### config.mk
export PLATFORM = sky130hd
export DESIGN_NAME = uart_tx_serializer
export DESIGN_NICKNAME = d
export VERILOG_FILES = /design/src/rtl/uart_tx_serializer.sv
export SDC_FILE = /design/constraint.sdc
export NUM_CORES = 1
export LEC_CHECK = 0
export BUFFER_PORTS_ARGS = -buffer_cell sky130_fd_sc_hd__buf_2
export CORE_MARGIN = 2
export CORE_UTILIZATION = 45
export CTS_BUF_LIST = sky130_fd_sc_hd__clkbuf_8
export CTS_CLUSTER_DIAMETER = 30
export CTS_CLUSTER_SIZE = 10
export DETAILED_ROUTE_END_ITERATION = 10
export PLACE_DENSITY_LB_ADDON = 0.25
export SLEW_MARGIN = 40
export SYNTH_ARGS = -nofsm -noshare
export SYNTH_HDL_FRONTEND = slang
export SYNTH_SLANG_ARGS = --single-unit
### constraint.sdc
create_clock -name clk -period 4.45 [get_ports clk]
set_input_delay 0 -clock clk [delete_from_list [all_inputs] [get_ports clk]]
set_output_delay 0 -clock clk [all_outputs]
set_load 0.005 [all_outputs]
### src/rtl/uart_tx_serializer.sv
// UART transmit engine: one byte per TxD_start, framed as start, LSB-first data,
// optional parity and 1-2 stop bits. busy covers the whole frame, done marks its end.
module uart_tx_serializer #(
  parameter int CLK_FREQ  = 50000000,
  parameter int BAUD      = 115200,
  parameter int DATA_BITS = 8,
  parameter int PARITY    = 0,
  parameter int STOP_BITS = 1
) (
  input  logic       clk,
  input  logic       rst,
  input  logic       TxD_start,
  input  logic [7:0] TxD_data,
  output logic       TxD,
  output logic       busy,
  output logic       done
);

  localparam int CLKS_PER_BIT = CLK_FREQ / BAUD;
  localparam int BW = (CLKS_PER_BIT > 2) ? $clog2(CLKS_PER_BIT) : 1;
  localparam logic [BW-1:0] BAUD_LAST = BW'(CLKS_PER_BIT - 1);
  localparam logic [2:0] DATA_LAST = 3'(DATA_BITS - 1);
  localparam logic [2:0] STOP_LAST = 3'(STOP_BITS - 1);
  localparam logic [7:0] DATA_MASK = 8'hFF >> (8 - DATA_BITS);

  if (DATA_BITS < 5 || DATA_BITS > 8 || PARITY < 0 || PARITY > 2 ||
      (STOP_BITS != 1 && STOP_BITS != 2) || CLKS_PER_BIT < 2) begin : g_bad_params
    $error("uart_tx_serializer: unsupported parameter combination");
  end

  typedef enum logic [2:0] {IDLE, START, DATA, PAR, STOP} state_t;

  state_t        state, state_d;
  logic [BW-1:0] baud_cnt, baud_cnt_d;
  logic [2:0]    bit_cnt, bit_cnt_d;
  logic [7:0]    shreg, shreg_d;
  logic          par_bit, par_bit_d;
  logic          txd_d;
  logic          tick;

  always_ff @(posedge clk or posedge rst) begin
    if (rst) begin
      state    <= IDLE;
      baud_cnt <= '0;
      bit_cnt  <= '0;
      shreg    <= '0;
      par_bit  <= 1'b0;
      TxD      <= 1'b1;
    end else begin
      state    <= state_d;
      baud_cnt <= baud_cnt_d;
      bit_cnt  <= bit_cnt_d;
      shreg    <= shreg_d;
      par_bit  <= par_bit_d;
      TxD      <= txd_d;
    end
  end

  assign tick = (baud_cnt == BAUD_LAST);
  assign busy = (state != IDLE);

  always_comb begin
    state_d    = state;
    baud_cnt_d = tick ? '0 : baud_cnt + 1'b1;
    bit_cnt_d  = bit_cnt;
    shreg_d    = shreg;
    par_bit_d  = par_bit;
    done       = 1'b0;
    case (state)
      IDLE: begin
        baud_cnt_d = '0;
        if (TxD_start) begin
          shreg_d   = TxD_data & DATA_MASK;
          // even parity is the XOR of the data bits; odd parity inverts it
          par_bit_d = (^(TxD_data & DATA_MASK)) ^ (PARITY == 2);
          bit_cnt_d = '0;
          state_d   = START;
        end
      end
      START: begin
        if (tick) begin
          bit_cnt_d = '0;
          state_d   = DATA;
        end
      end
      DATA: begin
        if (tick) begin
          shreg_d = shreg >> 1;
          if (bit_cnt == DATA_LAST) begin
            bit_cnt_d = '0;
            state_d   = (PARITY != 0) ? PAR : STOP;
          end else begin
            bit_cnt_d = bit_cnt + 1'b1;
          end
        end
      end
      PAR: begin
        if (tick) begin
          bit_cnt_d = '0;
          state_d   = STOP;
        end
      end
      STOP: begin
        if (tick) begin
          if (bit_cnt == STOP_LAST) begin
            done      = 1'b1;
            bit_cnt_d = '0;
            state_d   = IDLE;
          end else begin
            bit_cnt_d = bit_cnt + 1'b1;
          end
        end
      end
      default: state_d = IDLE;
    endcase
  end

  // line level is registered from the next state so it moves with the state change
  always_comb begin
    txd_d = 1'b1;
    case (state_d)
      START:   txd_d = 1'b0;
      DATA:    txd_d = shreg_d[0];
      PAR:     txd_d = par_bit_d;
      default: txd_d = 1'b1;
    endcase
  end

endmodule

Word-level counts from Yosys, hierarchy flattened. Cells that the tools add are included.

$add $sub $neg: 2. Multiply operators: 0. Divide/modulo/power cells: 0. Order comparisons: 0. Eq/ne operators: 13. Shifts and indexed selects: 0. Multiplexer cells: 26. Bitwise operators: 0. Reductions and logical operators: 9.

Operators by type and width (count): 2-to-1 mux 3 bit (13); 2-to-1 mux 9 bit (2); 2-to-1 mux 8 bit (2); one-hot mux 8 bit (2 select lines) (1); one-hot mux 3 bit (5 select lines) (1); equality test 3 x 2 -> 1 bit, second input constant (4); one-hot mux 3 bit (4 select lines) (1); adder 9 x 1 -> 9 bit, second input constant (1); equality test 9 bit, second input constant (1); XOR reduction 8 bit (1); equality test 3 x 1 -> 1 bit, second input constant (2); equality test 3 bit, second input constant (2); zero test 3 bit (2); inequality test 2 bit, second input constant (3); 2-to-1 mux 1 bit (5); AND reduction 5 bit (1); nonzero test 4 bit (1); adder 3 x 1 -> 3 bit, second input constant (1); one-hot mux 1 bit (3 select lines) (1); AND reduction 3 bit (1); nonzero test 3 bit (1); inequality test 2 x 1 -> 1 bit, second input constant (1); nonzero test 2 bit (1); OR reduction 2 bit (1).

Register bits after elaboration: 25. Latch bits: 0. Memory bits (writable): 0. Bits in read-only memories: 0. Bits of input ports: 11. Output and inout port bits: 3. Logic and storage cells: 57. Memories kept: 0.

Logic depth before layout (Yosys ltp).
Depth after elaboration: 6. Gate-level depth with buffers: 8. Mapped depth without buffers: 7.

Worst setup path after synthesis. Ideal clock, no wire load.

Kind: flip-flop to flip-flop. From: register baud_cnt[1]. To: register shreg[0]. Setup time: 126 ps. Arrival: 1563 ps. Required time: 4324 ps. Path slack: 2761 ps. Stages on the path, launching flop included: 7. Buffers on the path: 0. Period minus slack after synthesis: 1689 ps. Cell sequence: dfrtp_1 > inv_1 > ha_1 > nand4b_1 > nor4_4 > nor3b_1 > or2b_2.

Cells in the longest elaborated chain, start to end: 3.

RTL lines: from (decl) (RTL line 34) `logic [BW-1:0] baud_cnt, baud_cnt_d;`; from (signal assigned) (RTL line 51) `baud_cnt <= baud_cnt_d;`; equality test 9 bit (RTL line 59) `assign tick = (baud_cnt == BAUD_LAST);`; 2-to-1 mux 8 bit (RTL line 87) `if (tick) begin`; one-hot mux 8 bit (2 select lines) (RTL line 69) `case (state)`; net shreg_d[0] (RTL line 36) `logic [7:0] shreg, shreg_d;`; to (signal assigned) (RTL line 53) `shreg <= shreg_d;`; to (decl) (RTL line 36).

The timed path passes the listed nets, and every way through them passes these cells. The select of a mux whose other input is x is not followed. A chain may end at the register's enable or synchronous reset.

Worst setup path after layout.
From: register baud_cnt[1]. To: register TxD.

Cells in the longest elaborated chain, start to end: 5. Elaborated cells on any way between the ends: 12. Those cells by class: eq/ne: 4; mux: 8.

RTL lines: equality test 9 bit (*) (RTL line 59); 2-to-1 mux 3 bit, on equally long branches; one-hot mux 3 bit (5 select lines) (RTL line 69); equality test 3 x 2 -> 1 bit or equality test 3 x 1 -> 1 bit (tied branches) (RTL line 121) `case (state_d)`; one-hot mux 1 bit (3 select lines) (*) (RTL line 121); net txd_d (RTL line 38) `logic txd_d;`; to (signal assigned) (RTL line 55) `TxD <= txd_d;`; to (decl) (RTL line 14) `output logic TxD,`.

Mark *: on every way through the listed nets, which the timed path passes. The rest lies on a longest branch. The select of a mux whose other input is x is not followed.

==> run summary <==
The run finished with clean final reports. The worst min-delay path class is in -> reg. After the first detailed-routing iteration, the DRC count stood at 62. The first global-routing pass estimated 4.20 mm of wire. The routed wire length on met2 is 1.13 mm. The worst hold path was traced through 3 stages. Yosys mapped a number of flops with a built-in enable equal to 0.

Before CTS, the worst setup slack after placement is 2540 ps. The total I/O pin count is 14. Buffers inserted to repair hold after CTS numbered 5. The highest clock frequency the design can meet came out at 0.523 GHz. The buffer cell driving the clock tree root is clkbuf_8. In this run the horizontal extent of the chip is 59.2 um. The utilization of the core after routing was 0.522; the total inserted antenna cells was 0. The logs give 0.156 for the global routing usage summed across all routing layers and 4 for the total iterations of the first detailed-routing run. Number of buffers created by CTS: 3. Critical path capture point type: a flop.

The tools report the number of rows created at floorplan as 20. TritonCTS built the clock tree. Routability-driven placement finished with a final weighted congestion of 0.802. The routed via count divided by cell count was 5.25. Synthesis produced a netlist with a net count of 155. Yosys printed 0 warnings. The dominant register cell in the synthesized netlist is dfrtp_1. Area growth from synthesis to layout: 13.4%. Category of the critical setup timing path: reg -> reg.

The number of hold violations in the final report came out at 0. Worst min-delay path startpoint: TxD_data[4]. Setup violations remaining at the end of the flow were counted as 0. The worst-case IR drop observed on VDD is 0.000196 V. After routing, the total negative slack on setup checks comes to 0 ps. The tools report the post-synthesis cell area as 0.00137 mm^2. Counting I/O delays and the setup requirement, the final critical path takes 1910 ps.

In the synthesized netlist, the number of instances is 139. The number of remaining DRC errors is 0. Averaged over all synthesized cells, the footprint is 9.87 um^2.

The number of levels the H-tree was split into was 1; the final net count was 175. In this run the tool buffered the top-level ports with 13 buffer cells. For the pin with the worst max-slew slack, the measured transition is 531 ps. For the relative slew slack, the log shows 0.643.

Initial antenna violation count: 0. The aggregate global routing overflow was 0; the worst hold slack across all endpoints was 0.124 ps. The number of gates resized after CTS was 0.

The clock passes through at most 2 buffers. The wire-length estimate of the detail-placed layout is 1.83 mm. The number of pins with negative max-slew slack in the final report was 0. dfrtp_1 is the most common cell in the netlist. Number of max-cap violations: 0. The worst setup path is launched from a flop. The wire length per cell after detailed routing was 12.8 um; the overall die area was 0.00350 mm^2. The top routing layer in use is met4. Including well taps, the total number of placed cells is 182.

The maximum number of pins on one net before global-route repair came out at 26. The via count of the first global-routing pass is 944, and the minimum setup slack in the final design is 2540 ps. Data on the critical path is required at its endpoint by 4650 ps.

In this run the worst path has a maximum fanout of 10. The count of cells in the finished layout, fillers not included, comes to 191. CTS saw 25 sinks. For hold timing, the worst endpoint is shreg[4]. Setup repair after global routing left no endpoint under its margin. Power per unit of standard cell area: 256 mW/mm^2. The area share of the largest cell type after synthesis was 0.438. In this run the critical register-to-register path is captured at TxD.

After detailed routing, the total wire length is 2.44 mm. On the final layout, the worst clock skew is 3.73 ps. In this run the post-CTS setup repair buffer count came out at 0. For this block, wires on met1 add up to 1.21 mm. The number of cells on the worst reg-to-reg path is 7.

Static leakage power: 0.725 nW. The top cell type by total area after synthesis is dfrtp_1. The die outline height works out to 59.2 um.

The final worst-path cycle share is 0.430, and the initial cell density of the core is 0.461. The detailed router placed 1,003 vias in this run. The worst-skew pair later-pin latency came out at 270 ps. In this run, synthesis produced a sequential element count of 25. The synthesized netlist contains 37 unique library cells. After clock tree synthesis, the clock-pin slew on the worst setup and hold paths is 80 ps. Sequential share of the synthesized area: 0.457. STA puts the critical path data arrival time at 2110 ps. For the met3 wire length, the log shows 72 um. The startpoint identified for the worst register-to-register timing path is baud_cnt[1]. In this run the remaining antenna-violating nets after routing total 0. The total area inside the core boundary comes to 0.00298 mm^2.

By count the netlist is led by dfrtp_1, nand2_1, nor2_1, xnor2_1. The worst register-to-register path has a setup slack of 2540 ps. The share of final-layout standard cells stronger than drive strength 1 is 0.177. By area the synthesized netlist is led by dfrtp_1, xnor2_1, nand2_1, nor2_1, ha_1.

Share of flip-flops with an asynchronous set or reset: 1.00.
==> state kept, by name (all words and copies together), names as in the netlist <==
signal,count
shreg,8
par_bit,1
baud_cnt,9
bit_cnt,3
state,3
TxD,1
==> final cells by class <==
class,instances,area [um^2]
Clock buffer,3,41.3
Inverter,7,26.3
Fill cell,263,1420
Clock inverter,1,3.75
Multi-Input combinational cell,104,701
Timing Repair Buffer,18,115
Sequential cell,25,627
Tap cell,33,41.3
==> cell usage in the layout (no fill, tap or decap), types with 3 or more instances in the layout <==
cell	instances
dfrtp_1	24
nand2_1	21
nor2_1	20
buf_2	13
xnor2_1	12
inv_1	7
a22oi_1	7
ha_1	5
dlygate4sd3_1	5
nand3_1	4
nand2b_1	3
o21ai_0	3
clkbuf_8	3
==> report_power, final <==
group | internal [W] | total [W] | leakage, nW | switching (W)
Clock | 0.0000617 | 0.000131 | 0.0269 | 0.0000694
Sequential | 0.000232 | 0.000234 | 0.310 | 0.00000230
Combinational | 0.0000160 | 0.0000331 | 0.388 | 0.0000171
Total | 0.000310 | 0.000399 | 0.725 | 0.0000888
==> stage by stage <==
| step | power (W) | cell area (um^2) |
|---|---|---|
| floorplan | 0.000259 | 1370 |
| global placement | 0.000268 | 1460 |
| detailed placement | 0.000269 | 1460 |
| CTS | 0.000404 | 1560 |
| global route | 0.000416 | 1560 |
| finish | 0.000399 | 1560 |
==> how the worst max path moves through the flow <==
stage / start / to / cells after the start
3_3_place_gp: baud_cnt[1] / TxD / 7
5_1_grt: baud_cnt[1] / TxD / 7
6_report: baud_cnt[1] / TxD / 7
4_1_cts: baud_cnt[1] / TxD / 7
3_5_place_dp: baud_cnt[1] / TxD / 7
2_1_floorplan: baud_cnt[1] / shreg[0] / 6
==> metal layers <==
metal | vias to the layer above | track usage
met3 | 4 | 0.0480
met1 | 472 | 0.220
li1 | 511 | -
met4 | 0 | 0.0422
met2 | 16 | 0.232
met5 | - | 0
==> critical path, stage by stage, from the launching register on <==
cell and delay [ps]:
dfrtp_1 420, inv_1 70, ha_1 140, nand4b_1 170, nor4_4 510, a22oi_1 180
nor4b_2 210, o2bb2ai_1 140
==> cell families (layout without fill, tap and decap cells) <==
kind of cell / after synthesis / after routing / share of synthesized area
AO/OA/AOI/OAI: 17 / 17 / 0.0839
multiplexers: 4 / 4 / 0.0310
buffers and inverters: 10 / 29 / 0.0319
adder cells (fa/ha/maj): 5 / 5 / 0.0456
AND/OR/NAND/NOR: 64 / 64 / 0.261
XOR/XNOR: 14 / 14 / 0.0894
flip-flops: 25 / 25 / 0.457
Note: power is estimated with default switching activity, not from simulation.
